===== src/rtl/uart_text_console.sv =====
// uart_text_console
//
// Byte-stream terminal engine that sits between a UART receiver and a
// glyph-to-VRAM writer. Incoming bytes are queued in a small FIFO so that
// bursts survive while a glyph is being drawn. The engine interprets CR, LF,
// BS, TAB, FF (clear screen) and an ESC-prefixed colour select, tracks the
// cursor over a TEXT_COLS x TEXT_ROWS grid, and issues one glyph write per
// printable character.
//
// Ports
//   clk, rst          system clock, synchronous active-high reset
//   rx_received       UART "byte received" level; rising edge = rx_data valid
//   rx_data[7:0]      received byte
//   char_busy         glyph writer busy; a write request waits while high
//   char_done         glyph writer 1-cycle completion pulse
//   char_write        1-cycle glyph write request
//   char_ascii/x/y/color  glyph descriptor, stable from char_write to char_done
//   cursor_x/y        current cursor position
//   fifo_overflow     sticky: a byte was dropped on a full FIFO
//   busy              FIFO non-empty or engine not idle
//
// State table
//   S_IDLE      | waiting for a byte; pops the FIFO when non-empty
//   S_DECODE    | interprets the popped byte
//   S_ISSUE     | waits for !char_busy, then pulses char_write
//   S_WAIT      | waits for char_done of a printable or backspace glyph
//   S_CLR_ISSUE | as S_ISSUE, for the current clear-screen cell
//   S_CLR_WAIT  | waits for char_done, steps to the next cell row-major

module uart_text_console #(
    parameter int          TEXT_COLS     = 106,
    parameter int          TEXT_ROWS     = 30,
    parameter int          FIFO_DEPTH    = 16,
    parameter int          TAB_WIDTH     = 8,
    parameter logic [11:0] DEFAULT_COLOR = 12'hFFF,
    localparam int         X_W           = $clog2(TEXT_COLS),
    localparam int         Y_W           = $clog2(TEXT_ROWS)
) (
    input  logic           clk,
    input  logic           rst,
    input  logic           rx_received,
    input  logic [7:0]     rx_data,
    input  logic           char_busy,
    input  logic           char_done,
    output logic           char_write,
    output logic [6:0]     char_ascii,
    output logic [X_W-1:0] char_x,
    output logic [Y_W-1:0] char_y,
    output logic [11:0]    char_color,
    output logic [X_W-1:0] cursor_x,
    output logic [Y_W-1:0] cursor_y,
    output logic           fifo_overflow,
    output logic           busy
);

    localparam int             PTR_W    = $clog2(FIFO_DEPTH);
    localparam logic [X_W-1:0] COL_MAX  = X_W'(TEXT_COLS - 1);
    localparam logic [Y_W-1:0] ROW_MAX  = Y_W'(TEXT_ROWS - 1);
    localparam logic [X_W:0]   TAB_MASK = (X_W + 1)'(TAB_WIDTH - 1);

    typedef enum logic [2:0] {
        S_IDLE,
        S_DECODE,
        S_ISSUE,
        S_WAIT,
        S_CLR_ISSUE,
        S_CLR_WAIT
    } state_t;

    // ------------------------------------------------------------------
    // Input edge detector and FIFO
    // ------------------------------------------------------------------
    logic             rx_prev_q, rx_prev_d;
    logic [PTR_W:0]   wr_ptr_q, wr_ptr_d;
    logic [PTR_W:0]   rd_ptr_q, rd_ptr_d;
    logic             overflow_q, overflow_d;
    logic [7:0]       fifo_mem_q [FIFO_DEPTH];

    logic             push_req;
    logic             push_ok;
    logic             pop;
    logic             fifo_empty;
    logic             fifo_full;

    assign fifo_empty = (wr_ptr_q == rd_ptr_q);
    assign fifo_full  = (wr_ptr_q[PTR_W] != rd_ptr_q[PTR_W]) &&
                        (wr_ptr_q[PTR_W-1:0] == rd_ptr_q[PTR_W-1:0]);

    always_comb begin : fifo_next
        rx_prev_d  = rx_received;
        push_req   = rx_received && !rx_prev_q;
        // A pop in the same cycle frees the slot, so a full FIFO still accepts.
        push_ok    = push_req && (!fifo_full || pop);
        overflow_d = overflow_q || (push_req && !push_ok);
        wr_ptr_d   = wr_ptr_q;
        rd_ptr_d   = rd_ptr_q;
        if (push_ok) begin
            wr_ptr_d = wr_ptr_q + 1'b1;
        end
        if (pop) begin
            rd_ptr_d = rd_ptr_q + 1'b1;
        end
    end

    always_ff @(posedge clk) begin
        if (push_ok) begin
            fifo_mem_q[wr_ptr_q[PTR_W-1:0]] <= rx_data;
        end
    end

    // ------------------------------------------------------------------
    // Terminal FSM
    // ------------------------------------------------------------------
    state_t         state_q, state_d;
    logic [7:0]     byte_q, byte_d;
    logic [X_W-1:0] cursor_x_q, cursor_x_d;
    logic [Y_W-1:0] cursor_y_q, cursor_y_d;
    logic           char_write_q, char_write_d;
    logic [6:0]     char_ascii_q, char_ascii_d;
    logic [X_W-1:0] char_x_q, char_x_d;
    logic [Y_W-1:0] char_y_q, char_y_d;
    logic [11:0]    char_color_q, char_color_d;
    logic [11:0]    color_q, color_d;
    logic           esc_q, esc_d;
    logic           advance_q, advance_d;

    logic           is_print;
    logic [Y_W-1:0] row_next;
    logic [X_W:0]   tab_x;
    logic           clr_last;

    assign is_print = (byte_q >= 8'h20) && (byte_q <= 8'h7E);
    assign row_next = (cursor_y_q == ROW_MAX) ? '0 : cursor_y_q + 1'b1;
    // One extra bit so a tab past the last stop is seen rather than wrapped.
    assign tab_x    = ({1'b0, cursor_x_q} | TAB_MASK) + 1'b1;
    assign clr_last = (char_x_q == COL_MAX) && (char_y_q == ROW_MAX);

    always_comb begin : fsm_next
        state_d      = state_q;
        byte_d       = byte_q;
        cursor_x_d   = cursor_x_q;
        cursor_y_d   = cursor_y_q;
        char_write_d = 1'b0;
        char_ascii_d = char_ascii_q;
        char_x_d     = char_x_q;
        char_y_d     = char_y_q;
        char_color_d = char_color_q;
        color_d      = color_q;
        esc_d        = esc_q;
        advance_d    = advance_q;
        pop          = 1'b0;

        unique case (state_q)
            S_IDLE: begin
                if (!fifo_empty) begin
                    pop     = 1'b1;
                    byte_d  = fifo_mem_q[rd_ptr_q[PTR_W-1:0]];
                    state_d = S_DECODE;
                end
            end

            S_DECODE: begin
                state_d = S_IDLE;
                if (esc_q) begin
                    // Each low bit selects full or zero intensity on one channel.
                    color_d = {{4{byte_q[2]}}, {4{byte_q[1]}}, {4{byte_q[0]}}};
                    esc_d   = 1'b0;
                end else if (is_print) begin
                    char_ascii_d = byte_q[6:0];
                    char_x_d     = cursor_x_q;
                    char_y_d     = cursor_y_q;
                    char_color_d = color_q;
                    advance_d    = 1'b1;
                    state_d      = S_ISSUE;
                end else begin
                    case (byte_q)
                        8'h0D: cursor_x_d = '0;
                        8'h0A: cursor_y_d = row_next;
                        8'h09: begin
                            if (tab_x > {1'b0, COL_MAX}) begin
                                cursor_x_d = '0;
                                cursor_y_d = row_next;
                            end else begin
                                cursor_x_d = tab_x[X_W-1:0];
                            end
                        end
                        8'h08: begin
                            // Backspace blanks the cell it moves onto; at the
                            // home position there is nowhere to move.
                            if (cursor_x_q != '0) begin
                                cursor_x_d   = cursor_x_q - 1'b1;
                                char_x_d     = cursor_x_q - 1'b1;
                                char_y_d     = cursor_y_q;
                                char_ascii_d = 7'h20;
                                char_color_d = color_q;
                                advance_d    = 1'b0;
                                state_d      = S_ISSUE;
                            end else if (cursor_y_q != '0) begin
                                cursor_x_d   = COL_MAX;
                                cursor_y_d   = cursor_y_q - 1'b1;
                                char_x_d     = COL_MAX;
                                char_y_d     = cursor_y_q - 1'b1;
                                char_ascii_d = 7'h20;
                                char_color_d = color_q;
                                advance_d    = 1'b0;
                                state_d      = S_ISSUE;
                            end
                        end
                        8'h0C: begin
                            char_ascii_d = 7'h20;
                            char_x_d     = '0;
                            char_y_d     = '0;
                            char_color_d = color_q;
                            state_d      = S_CLR_ISSUE;
                        end
                        8'h1B: esc_d = 1'b1;
                        default: ;
                    endcase
                end
            end

            S_ISSUE: begin
                if (!char_busy) begin
                    char_write_d = 1'b1;
                    state_d      = S_WAIT;
                end
            end

            S_WAIT: begin
                // A done coincident with our own request is not ours.
                if (char_done && !char_write_q) begin
                    state_d = S_IDLE;
                    if (advance_q) begin
                        if (cursor_x_q == COL_MAX) begin
                            cursor_x_d = '0;
                            cursor_y_d = row_next;
                        end else begin
                            cursor_x_d = cursor_x_q + 1'b1;
                        end
                    end
                end
            end

            S_CLR_ISSUE: begin
                if (!char_busy) begin
                    char_write_d = 1'b1;
                    state_d      = S_CLR_WAIT;
                end
            end

            S_CLR_WAIT: begin
                if (char_done && !char_write_q) begin
                    if (clr_last) begin
                        cursor_x_d = '0;
                        cursor_y_d = '0;
                        state_d    = S_IDLE;
                    end else begin
                        if (char_x_q == COL_MAX) begin
                            char_x_d = '0;
                            char_y_d = char_y_q + 1'b1;
                        end else begin
                            char_x_d = char_x_q + 1'b1;
                        end
                        state_d = S_CLR_ISSUE;
                    end
                end
            end

            default: state_d = S_IDLE;
        endcase
    end

    always_ff @(posedge clk) begin
        if (rst) begin
            rx_prev_q    <= 1'b0;
            wr_ptr_q     <= '0;
            rd_ptr_q     <= '0;
            overflow_q   <= 1'b0;
            state_q      <= S_IDLE;
            byte_q       <= '0;
            cursor_x_q   <= '0;
            cursor_y_q   <= '0;
            char_write_q <= 1'b0;
            char_ascii_q <= '0;
            char_x_q     <= '0;
            char_y_q     <= '0;
            char_color_q <= DEFAULT_COLOR;
            color_q      <= DEFAULT_COLOR;
            esc_q        <= 1'b0;
            advance_q    <= 1'b0;
        end else begin
            rx_prev_q    <= rx_prev_d;
            wr_ptr_q     <= wr_ptr_d;
            rd_ptr_q     <= rd_ptr_d;
            overflow_q   <= overflow_d;
            state_q      <= state_d;
            byte_q       <= byte_d;
            cursor_x_q   <= cursor_x_d;
            cursor_y_q   <= cursor_y_d;
            char_write_q <= char_write_d;
            char_ascii_q <= char_ascii_d;
            char_x_q     <= char_x_d;
            char_y_q     <= char_y_d;
            char_color_q <= char_color_d;
            color_q      <= color_d;
            esc_q        <= esc_d;
            advance_q    <= advance_d;
        end
    end

    assign char_write    = char_write_q;
    assign char_ascii    = char_ascii_q;
    assign char_x        = char_x_q;
    assign char_y        = char_y_q;
    assign char_color    = char_color_q;
    assign cursor_x      = cursor_x_q;
    assign cursor_y      = cursor_y_q;
    assign fifo_overflow = overflow_q;
    assign busy          = !fifo_empty || (state_q != S_IDLE);

endmodule


===== config.mk =====
export PLATFORM = sky130hd
export DESIGN_NAME = uart_text_console
export DESIGN_NICKNAME = d
export VERILOG_FILES = /design/src/rtl/uart_text_console.sv
export SDC_FILE = /design/constraint.sdc
export NUM_CORES = 1
export LEC_CHECK = 0
export ABC_AREA = 1
export BUFFER_PORTS_ARGS = -buffer_cell sky130_fd_sc_hd__buf_2
export CORE_UTILIZATION = 55
export DETAILED_ROUTE_END_ITERATION = 8
export GPL_ROUTABILITY_DRIVEN = 0
export PLACE_DENSITY_LB_ADDON = 0.2
export SLEW_MARGIN = 20
export SYNTH_ARGS = -nofsm -noshare
export SYNTH_HDL_FRONTEND = slang
export SYNTH_SLANG_ARGS = --single-unit

===== constraint.sdc =====
create_clock -name clk -period 2.2 [get_ports clk]
set_input_delay 0.33 -clock clk [delete_from_list [all_inputs] [get_ports clk]]
set_output_delay 0.33 -clock clk [all_outputs]
set_load 0.02 [all_outputs]

==> results.md <==
* Result of the run: complete, no violations
* Detail Placement HPWL at 16480 um
* Non-filler instance count after layout at 1445
* Synthesized area at 9688 sq um
* Period Utilization, post-route at 93.95%
* Final antenna-violating net count at 0
* Count of unique library cells instantiated by Yosys at 43
* Commonest cells in the synthesized netlist: 254 x sky130_fd_sc_hd__nand2_1, 215 x sky130_fd_sc_hd__nor2_1, 128 x sky130_fd_sc_hd__edfxtp_1, 88 x sky130_fd_sc_hd__o21ai_0
* Number of failing setup endpoints in the final timing report at 0
* Required @ worst endpoint at 2.52 ns
* Flip-flop cell with the highest count after synthesis: sky130_fd_sc_hd__edfxtp_1
* Num rows at 48
* Placement Setup Slack at 0.1885 ns
* Mapped Cells at 1136
* Routed len/inst at 16.14 um
* Number of vias in the routed layout at 7909
* 1st-pass router iterations at 5
* Shortest clock period the worst path allows after layout at 2.067 ns
* Slew at the pin closest to its max-slew limit at 0.5477 ns
* IR Drop Worst-Case VDD at 0.0007164 V
* Synthesized netlist net count at 1168
* Post-CTS setup buffers at 0
* Final worst clock skew at 0.009679 ns
* Net count, final at 1239
* DRC marker count from the first detailed-route iteration at 624
* Hold_buf cts at 0
* Summed negative setup slack over all endpoints at 0 ns
* Initial Util at 56.21%
* Critical Path AT at 2.39 ns
* First-pass GRT wire length at 37070 um
* Cell with the biggest individual delay on the critical path: sky130_fd_sc_hd__buf_4
* Fraction of final layout cells sized beyond drive strength 1 at 15.82%
* Worst stage delay on the critical path at 0.41 ns
* Category of the most critical setup path: reg2reg
* Area post-placement at 10320 sq um
* Ranking of synthesized cells by area: sky130_fd_sc_hd__edfxtp_1 40%, sky130_fd_sc_hd__dfxtp_1 13%, sky130_fd_sc_hd__nand2_1 9.8%
* Number of antenna violations at the first check in global routing at 0
* Worst R2R Setup Slack at 0.13 ns
* Most used standard cell by instance count after synthesis: sky130_fd_sc_hd__nand2_1
* Root buffer cell: sky130_fd_sc_hd__clkbuf_16
* Wire length after detailed routing at 23330 um
* Startpoint class of the critical path: register
* Area of the core at 17240 sq um
* Utilization of the core after routing at 63.39%
* Total of max-cap violations at 0
* Count of inserted antenna diode cells at 0
* Die Footprint at 18150 sq um
* Slew margin rel. at 63.45%
* Hold violation count in the final report at 0
* Fraction of post-synthesis cell area in the top cell type by area at 39.67%
* Number of buffers created by CTS at 17
* Design area at 10930 sq um
* Average via count per standard cell at 5.473
* Combined global-route utilization of all metal layers at 26.68%
* Worst min-delay path class: in2reg
* Cell area power density at 1289 nW/um^2
* Leakage power of the design at 4.473 nW
* Remaining routing DRC violations at 0
* Number of synthesized flops with an enable pin at 128
* Via count of the first global-routing pass at 7299
* Level count of the clock H-tree at 4
* Worst-skew pair later-pin latency at 0.43 ns
* Proportion of synthesized chip area in sequential cells at 52.69%
* CP delay by family, top: buffers and inverters
* Endpoint kind of the worst setup timing path: register
* Cell count after placement at 1413
* Warnings, synthesis at 0
* Largest buffer count on any clock path at 2
* Crit path setup slack, layout at 0.1331 ns
* RSZ-0062 raised after global routing: false
* Clock transition at the registers of the reported paths at 0.07 ns
* Share of flip-flops with an asynchronous set or reset after synthesis at 0%
* Biggest area consumer among synthesized cells: sky130_fd_sc_hd__edfxtp_1
* Width of the die at 134.7 um
* Top-Level Pins at 59
* Worst-path fanout max at 49
* Area overhead of the layout relative to synthesis at 12.77%
* Number of register bits inferred by synthesis at 191
* Fmax achieved at 0.4838 GHz
* Synth Area per Inst at 8.528 sq um
* Clock net sink count at 191
* Worst path buffer plus inverter count at 2
* Count of input and output buffers at 58
* Max Slew Vio Count at 0
* Clock tree from TritonCTS: done
* CP cell instances: buf_4 > inv_1 > o21ai_0 > o22ai_1 > nand2_1 > nand2_1 > nor2_1 > nor2_1
* Sum of overflow across all layers after global routing at 0
* Die height at 134.7 um
* Largest net degree at the start of global routing at 50
==> registers in the layout, indices dropped and copies added (netlist names) <==
name	count
fifo_mem_q	128
byte_q	8
char_ascii	7
char_x	7
cursor_x	7
char_y	5
cursor_y	5
rd_ptr_q	5
wr_ptr_q	5
char_color	3
color_q	3
state_q	3
advance_q	1
char_write	1
esc_q	1
fifo_overflow	1
rx_prev_q	1
==> per-layer routing <==
metal / part of all wire (%) / GRT usage (%) / routed length (um) / up-vias
met4: 3.3 / 12.61 / 766 / 0
met5: 0 / 0 / 0 / -
li1: - / - / - / 3929
met3: 4.8 / 3.116 / 1124 / 57
met1: 42 / 34.19 / 9834 / 3639
met2: 50 / 45.19 / 11600 / 284
==> where the power goes <==
part	switching [mW]	leakage, nW	internal [mW]
registers	0.439	1.67	4.21
clock network	1.41	0.289	1.72
logic	4.26	2.51	2.05
total	6.11	4.47	7.98
==> cell usage in the layout, fill, tap and decap left out, types with 2 or more instances in the layout <==
master and n:
sky130_fd_sc_hd__nand2_1 253, sky130_fd_sc_hd__nor2_1 215, sky130_fd_sc_hd__edfxtp_1 128, sky130_fd_sc_hd__o21ai_0 88, sky130_fd_sc_hd__nand3_1 63, sky130_fd_sc_hd__inv_1 62, sky130_fd_sc_hd__dfxtp_1 62, sky130_fd_sc_hd__buf_2 58
sky130_fd_sc_hd__buf_4 47, sky130_fd_sc_hd__a21oi_1 45, sky130_fd_sc_hd__o211ai_1 20, sky130_fd_sc_hd__ha_1 19, sky130_fd_sc_hd__o22ai_1 18, sky130_fd_sc_hd__clkbuf_16 17, sky130_fd_sc_hd__inv_2 15, sky130_fd_sc_hd__nand4_1 14
sky130_fd_sc_hd__xor2_1 10, sky130_fd_sc_hd__nand2_2 10, sky130_fd_sc_hd__nor2_4 9, sky130_fd_sc_hd__xnor2_1 7, sky130_fd_sc_hd__o21ai_1 7, sky130_fd_sc_hd__nor3_1 5, sky130_fd_sc_hd__inv_8 5, sky130_fd_sc_hd__clkinvlp_4 4
sky130_fd_sc_hd__nor2_2 4, sky130_fd_sc_hd__nand2_4 4, sky130_fd_sc_hd__clkinv_1 4, sky130_fd_sc_hd__o21ai_2 3, sky130_fd_sc_hd__inv_6 2, sky130_fd_sc_hd__nand4_4 2, sky130_fd_sc_hd__nand3b_1 2, sky130_fd_sc_hd__clkinv_2 2
sky130_fd_sc_hd__bufinv_16 2
==> cell families after synthesis <==
logic type | count (synthesis) | share of synthesized area [%]
DFF | 191 | 52.69
buffers and inverters | 136 | 6.367
adders and majority gates | 19 | 2.454
and+or+nand+nor | 588 | 26.42
AOI/OAI and AO/OA | 185 | 10.53
xor gates and xnor gates | 17 | 1.537
==> path summary, 6_finish.rpt <==
check	from	to	depth (start not counted)
max	rd_ptr_q[1]	byte_q[1]	8
min	char_busy	char_write	2
max reg2reg	rd_ptr_q[1]	byte_q[1]	8
min reg2reg	color_q[7]	char_color[7]	2
==> area by class of cell <==
class	count	area [sq um]
multi-input combinational	809	3969
inverter	83	322.8
clock inverter	15	177.7
fill	1458	6311
tap	225	281.5
timing repair buffer	105	643.1
sequential	191	5106
clock buffer	17	425.4
==> per-stage QoR <==
stage | hold WS [ns] | total power [mW]
after floorplan | 0.4093 | 9.381
after CTS | 0.1152 | 14.11
after detailed placement | 0.4528 | 10.98
after global routing | 0.1239 | 15.06
final | 0.1311 | 14.08
after global placement | 0.4513 | 10.93
==> timing repair <==
item	CTS	global route
gates resized for setup	0	2
hold endpoints to repair	0	0
setup endpoints to repair	0	32
Note: power is estimated with default switching activity, not from simulation.
